$ cat src/rtl/sram_req_ctrl.sv
`default_nettype none
// ============================================================================
//  Module      : sram_req_ctrl
//  Description : Initiator-side controller for a registered-input SRAM wrapper.
//                Tracks read latency and returns read data in order behind a
//                credit-limited response FIFO.
//  Revision    : 1.0 - initial release
// ============================================================================
module sram_req_ctrl #(
   parameter int DATA_WIDTH   = 4,
   parameter int ADDR_WIDTH   = 6,
   parameter int WMASK_WIDTH  = 2,
   parameter int READ_LATENCY = 2,
   parameter int RESP_DEPTH   = 4
) (
   input  logic                   clock,
   input  logic                   reset,
   input  logic                   req_valid,
   output logic                   req_ready,
   input  logic                   req_we,
   input  logic [WMASK_WIDTH-1:0] req_wmask,
   input  logic [ADDR_WIDTH-1:0]  req_addr,
   input  logic [DATA_WIDTH-1:0]  req_wdata,
   output logic                   resp_valid,
   input  logic                   resp_ready,
   output logic [DATA_WIDTH-1:0]  resp_rdata,
   output logic                   sram_we,
   output logic [WMASK_WIDTH-1:0] sram_wmask,
   output logic [ADDR_WIDTH-1:0]  sram_addr,
   output logic [DATA_WIDTH-1:0]  sram_din,
   input  logic [DATA_WIDTH-1:0]  sram_dout,
   output logic                   busy
);

   localparam int c_PTR_W = (RESP_DEPTH > 1) ? $clog2(RESP_DEPTH) : 1;
   localparam int c_CNT_W = $clog2(RESP_DEPTH + 1);
   localparam int c_OUT_W = $clog2(RESP_DEPTH + READ_LATENCY + 1);
   localparam logic [c_OUT_W-1:0] c_DEPTH_O  = c_OUT_W'(RESP_DEPTH);
   localparam logic [c_PTR_W-1:0] c_LAST_PTR = c_PTR_W'(RESP_DEPTH - 1);

   logic [READ_LATENCY-1:0] r_rd_pipe;
   logic [DATA_WIDTH-1:0]   r_mem [RESP_DEPTH];
   logic [c_PTR_W-1:0]      r_wr_ptr;
   logic [c_PTR_W-1:0]      r_rd_ptr;
   logic [c_CNT_W-1:0]      r_fifo_count;

   logic [c_OUT_W-1:0]      w_pipe_cnt;
   logic [c_OUT_W-1:0]      w_outstanding;
   logic                    w_req_fire;
   logic                    w_rd_fire;
   logic                    w_push;
   logic                    w_pop;

   function automatic logic [c_PTR_W-1:0] ptr_inc(input logic [c_PTR_W-1:0] p);
      return (p == c_LAST_PTR) ? '0 : p + 1'b1;
   endfunction

   always_comb begin
      w_pipe_cnt = '0;
      for (int i = 0; i < READ_LATENCY; i++) begin
         w_pipe_cnt = w_pipe_cnt + c_OUT_W'(r_rd_pipe[i]);
      end
   end

   // Every read in flight or buffered holds a FIFO slot, so a push can never overflow.
   assign w_outstanding = w_pipe_cnt + c_OUT_W'(r_fifo_count);
   assign req_ready     = ~reset & (w_outstanding < c_DEPTH_O);
   assign w_req_fire    = req_valid & req_ready;
   assign w_rd_fire     = w_req_fire & ~req_we;
   assign w_push        = r_rd_pipe[READ_LATENCY-1];
   assign w_pop         = resp_valid & resp_ready;

   assign sram_addr  = req_addr;
   assign sram_din   = req_wdata;
   assign sram_wmask = req_we ? req_wmask : '0;
   assign sram_we    = w_req_fire & req_we;

   always_ff @(posedge clock or posedge reset) begin
      if (reset) begin
         r_rd_pipe <= '0;
      end else begin
         r_rd_pipe[0] <= w_rd_fire;
         for (int i = 1; i < READ_LATENCY; i++) begin
            r_rd_pipe[i] <= r_rd_pipe[i-1];
         end
      end
   end

   always_ff @(posedge clock or posedge reset) begin
      if (reset) begin
         r_wr_ptr     <= '0;
         r_rd_ptr     <= '0;
         r_fifo_count <= '0;
      end else begin
         if (w_push) r_wr_ptr <= ptr_inc(r_wr_ptr);
         if (w_pop)  r_rd_ptr <= ptr_inc(r_rd_ptr);
         r_fifo_count <= r_fifo_count + c_CNT_W'(w_push) - c_CNT_W'(w_pop);
      end
   end

   always_ff @(posedge clock) begin
      if (w_push) r_mem[r_wr_ptr] <= sram_dout;
   end

   assign resp_valid = (r_fifo_count != '0);
   assign resp_rdata = r_mem[r_rd_ptr];
   assign busy       = (|r_rd_pipe) | (r_fifo_count != '0);

endmodule
`default_nettype wire

$ cat config.mk
export PLATFORM = sky130hd
export DESIGN_NAME = sram_req_ctrl
export DESIGN_NICKNAME = d
export VERILOG_FILES = /design/src/rtl/sram_req_ctrl.sv
export SDC_FILE = /design/constraint.sdc
export NUM_CORES = 1
export LEC_CHECK = 0
export ABC_AREA = 1
export BUFFER_PORTS_ARGS = -buffer_cell sky130_fd_sc_hd__buf_4
export CAP_MARGIN = 20
export CORE_MARGIN = 5
export CORE_UTILIZATION = 40
export DETAILED_ROUTE_END_ITERATION = 8
export GPL_TIMING_DRIVEN = 0
export PLACE_DENSITY = 0.65
export SYNTH_ARGS = -nofsm -noshare
export SYNTH_HDL_FRONTEND = slang
export SYNTH_SLANG_ARGS = --single-unit
$ cat constraint.sdc
create_clock -name clock -period 2.65 [get_ports clock]
set_input_delay 0.265 -clock clock [delete_from_list [all_inputs] [get_ports clock]]
set_output_delay 0.265 -clock clock [all_outputs]
set_load 0.1 [all_outputs]
# Yosys cells after proc, flatten, opt, wreduce, memory -nomap -nowiden
# Memories as Yosys holds them, arrays and structs flattened.
# Index checks and enable logic that the tools add are counted.
classes:
  add_sub_neg: 6
  n_lt_le_gt_ge: 1
  n_eq_ne: 2
  n_mux: 5
  bitwise: 8
  n_reduce_logical: 2
op_table:
  columns: ["operator", "n"]
  rows:
  - ["two-way mux 2 bit", 3]
  - ["AND 1 bit", 5]
  - ["adder 2 x 1 -> 2 bit (second input constant)", 2]
  - ["== test 2 bit (second input constant)", 2]
  - ["adder 2 x 3 -> 3 bit", 1]
  - ["adder 3 x 1 -> 3 bit", 1]
  - ["< comparator 3 bit (second input constant)", 1]
  - ["nonzero test 3 bit", 1]
  - ["subtractor 3 x 1 -> 3 bit", 1]
  - ["adder 1 x 1 -> 2 bit", 1]
  - ["two-way mux 1 bit", 2]
  - ["inverter 1 bit", 2]
  - ["OR reduction 2 bit", 1]
  - ["bitwise OR 1 bit", 1]
totals:
  regBits: 9
  mem_bits_rw: 16
  input_bits: 21
  output_inout_bits: 20
  word_cells: 29
  mem_count: 1
mem_list:
  columns: ["memory", "words", "width", "rd", "rd_ports_with_merged_regs", "wr", "line_no", "source"]
  rows:
  - ["r_mem", 4, 4, 1, 0, 1, "42", "logic [DATA_WIDTH-1:0] r_mem [RESP_DEPTH];"]

# Depth between registers and ports, before layout
depth:
  depth_word: 6
  mapped_depth: 8
  ltp_nobuf: 8

# Worst setup path before layout
# No wires, ideal clock.
synth_timing:
  path_type: "reg-to-output"
  startpoint: "register r_fifo_count[0]"
  endpoint: "output port sram_we"
  t_arrival_ps: 2297
  t_required_ps: 2385
  setup_slack_ps: 88
  path_stages_with_launch: 7
  n_path_buf: 0
  path_cell_list: "dfrtp_1 ha_1 nand2_4 nand2_4 nand3_1 nand4_2 nor2_1"
synth_via:
  elab_chain_cells: 5
synth_lines:
  columns: ["element", "line_no", "source"]
  rows:
  - ["from (decl)", "45", "logic [c_CNT_W-1:0] r_fifo_count;"]
  - ["from (signal assigned)", "97", "r_fifo_count <= r_fifo_count + c_CNT_W'(w_push) - c_CNT_W'(w_pop);"]
  - ["adder 2 x 3 -> 3 bit", "66", "assign w_outstanding = w_pipe_cnt + c_OUT_W'(r_fifo_count);"]
  - ["< comparator 3 bit", "67", "assign req_ready = ~reset & (w_outstanding < c_DEPTH_O);"]
  - ["AND 1 bit", "67", null]
  - ["AND 1 bit", "68", "assign w_req_fire = req_valid & req_ready;"]
  - ["AND 1 bit", "76", "assign sram_we = w_req_fire & req_we;"]
  - ["to (decl)", "27", "output logic sram_we,"]
# Every way passes these cells.

# Worst setup path in the final report
# Same ends and word-level chain as after synthesis.

==> reports/qor.txt <==
status: finished clean
post-synthesis sequential area ratio: 55.46%
achievable clock frequency: 478.6 MHz
post-synthesis cell area: 1272 sq um
router iterations before antenna repair: 2
setup_tns: 0 ps
die area: 4409 sq um
final worst setup slack: 560.4 ps
Sw Pwr: 0.0009440 W
Critical Path Fanout Max: 3
count of state elements after synthesis: 25
Tightest Hold Check Type: primary input to register
dpl ws: 668.2 ps
Post-Syn Nets: 147
effective utilization at floorplan: 41.68%
initial antenna violation count: 0
input/output buffers: 30
wire length per cell: 10.97 microns
core area: 3053 sq um
global-route usage over all layers: 10.55%
post-detailed-route count of antenna-violating nets: 0
worst r2r dst: r_fifo_count[1]
CTS Hold Bufs: 1
crit-path max cell delay: 440 ps
fin nets: 183
P&R area growth vs syn: 24.88%
Clock transition at path regs: 110 ps
Root Driver: clkbuf_4
Most common cell on crit path: nand2_4
first-pass GRT wire length: 3463 microns
drt total wl: 2151 microns
Post-Route Skew: 2.900 ps
Critical Path AT: 1820 ps
Worst-Skew Late Latency: 300 ps
TritonCTS clock tree: done
vias: 861
Clock power frac: 8.8%
Finish-stage setup viols: 0
Reg power frac: 32.3%
Worst Setup End Kind: output pin
DRT iter0 DRCs: 20
leakage: 0.7660 nW
Power Density: 1104 nW/um^2
type of element launching the critical path: register
HPWL after DPL: 1728 microns
TritonCTS Buffers: 3
Hold Path Origin: req_we
chip width: 66.40 microns
delay-heaviest family, CP: flip-flops
CP max-delay cell: dfrtp_1
post_cts resized: 0
Via-to-Cell Ratio: 4.393
Crit Path Class: register to output pin
Fin. Hold Viols: 0
drt drc: 0
max-slew violation count: 0
hold depth: 2
share of cells above drive strength 1: 34.21%
Least-Margin Pin Slew: 397.2 ps
R2R depth: 8
Die Ht: 66.40 microns
number of global-route vias before repair: 819
maximum VDD drop: 453.4 uV
Internal: 0.0008107 W
clock tree buffer depth: 2
FF-to-FF setup slack: 680 ps
CP bufs+invs: 1
GR Overflow Total: 0
Syn. warnings: 0
Max-Cap Viols: 0
fin crit share: 78.85%
Required @ worst endpoint: 2380 ps
Comb power frac: 58.8%
clk sink count: 25
Max transition margin: 73.49%
RSZ-0062 raised after global routing: no
Hold EP: r_rd_pipe[0]
Sw Share: 53.80%
Gate Count Post-Synth: 117
RePlAce Congestion: 0.7291
r2r startpoint: r_fifo_count[1]
fin crit period: 2090 ps
H-tree Lvls: 1
Post-CTS Setup Bufs: 0
Mapped Avg Cell Area: 10.88 sq um
I/O pin cnt: 41
row count: 20
Distinct cells, synth: 20
pin count of the biggest net entering global routing: 14
CP Cell Sequence: ha_1, nand2_4, nand2_4, nand3_1, nand4_2, nor2_1, buf_4
Diodes inserted: 0
[how the worst max path moves through the flow]
stage | start | to | slack, ps | depth (start not counted)
2_1_floorplan | r_fifo_count[0] | sram_we | 90 | 6
3_3_place_gp | r_fifo_count[1] | r_fifo_count[2] | 710 | 8
3_5_place_dp | r_fifo_count[1] | r_fifo_count[2] | 670 | 8
4_1_cts | reset | sram_we | 530 | 6
5_1_grt | r_fifo_count[0] | sram_we | 400 | 7
6_report | r_fifo_count[0] | sram_we | 560 | 7
[layout make-up]
| class | count | area [sq um] |
|---|---|---|
| buffer | 12 | 93.84 |
| clock buffer | 4 | 26.28 |
| fill | 288 | 1464 |
| inverter | 20 | 75.07 |
| multi-input combinational | 60 | 397.9 |
| sequential | 25 | 705.7 |
| tap | 44 | 55.05 |
| timing repair buffer | 31 | 235.2 |
[kinds of logic after synthesis]
family                   count (synthesis)  synth area share, %
AO/OA/AOI/OAI                           17                7.079
XOR/XNOR                                 2                1.377
adder cells (fa/ha/maj)                  9                9.440
buffers and inverters                   32                13.27
flip-flops                              25                55.46
AND/OR/NAND/NOR                         32                13.37
[worst register-to-register path, delay by kind of cell (launching register included)]
family	cells	cell delay, ps
adders and majority gates	3	880
DFF	1	490
and+or+nand+nor	2	370
buffers and inverters	3	150
[flip-flops by register name, indices dropped and copies added (netlist names)]
signal,count
r_mem,16
r_rd_ptr,2
r_fifo_count,3
r_rd_pipe,2
r_wr_ptr,2
[layout by cell type, fill, tap and decap left out, drive strengths merged]
| master | netlist | routed |
|---|---|---|
| edfxtp | 16 | 16 |
| fa | 1 | 1 |
| o22ai | 4 | 4 |
| a21oi | 1 | 1 |
| inv | 20 | 20 |
| nor2 | 14 | 14 |
| buf | 12 | 42 |
| clkbuf | 0 | 4 |
| xnor2 | 2 | 2 |
| dlygate4sd3 | 0 | 1 |
| nor3 | 1 | 1 |
| nand3 | 1 | 1 |
| o21ai | 12 | 12 |
| nand4 | 1 | 1 |
| dfrtp | 9 | 9 |
| nand2 | 15 | 15 |
| ha | 8 | 8 |
[power groups by stage]
stage,Sequential [W],Clock [W],Combinational (W)
floorplan,0.000558,0,0.000847
global placement,0.000575,0,0.00101
detailed placement,0.000577,0,0.00104
CTS,0.000569,0.000161,0.00104
global route,0.000584,0.000180,0.00111
finish,0.000567,0.000155,0.00103
[through the flow]
step	instances	hold WS [ps]	power, W	util, %	area [sq um]
floorplan	117	108.1	0.001405	-	1272
global placement	191	280.3	0.001589	50.86	1553
detailed placement	191	291.6	0.001622	50.86	1553
CTS	196	110.2	0.001775	52.05	1589
global route	196	106.1	0.001876	52.05	1589
finish	196	118.7	0.001755	52.05	1589
[synth_stat cells]
cell type / instances / area (sq um)
nand3_1: 1 / 5.000
fa_1: 1 / 20.02
nand2_4: 2 / 22.52
ha_1: 8 / 100.1
edfxtp_1: 16 / 480.5
buf_4: 11 / 82.58
nor2_4: 1 / 11.26
buf_6: 1 / 11.26
o21ai_1: 2 / 10.01
dfrtp_1: 9 / 225.2
nor2_1: 13 / 48.80
nand2_1: 11 / 41.29
o22ai_1: 4 / 25.02
inv_1: 20 / 75.07
xnor2_1: 2 / 17.52
nand2_2: 2 / 12.51
a21oi_1: 1 / 5.000
o21ai_0: 10 / 50.05
nand4_2: 1 / 12.51
nor3_4: 1 / 16.27
[routing by layer]
layer	vias to the layer above	track usage [%]	share of wire, %
li1	435	-	-
met1	396	10.70	39
met2	26	19.45	52
met3	4	2.891	6.8
met4	0	5.330	2.0
met5	-	0	0
No activity file was read; power rests on OpenSTA's default activity.
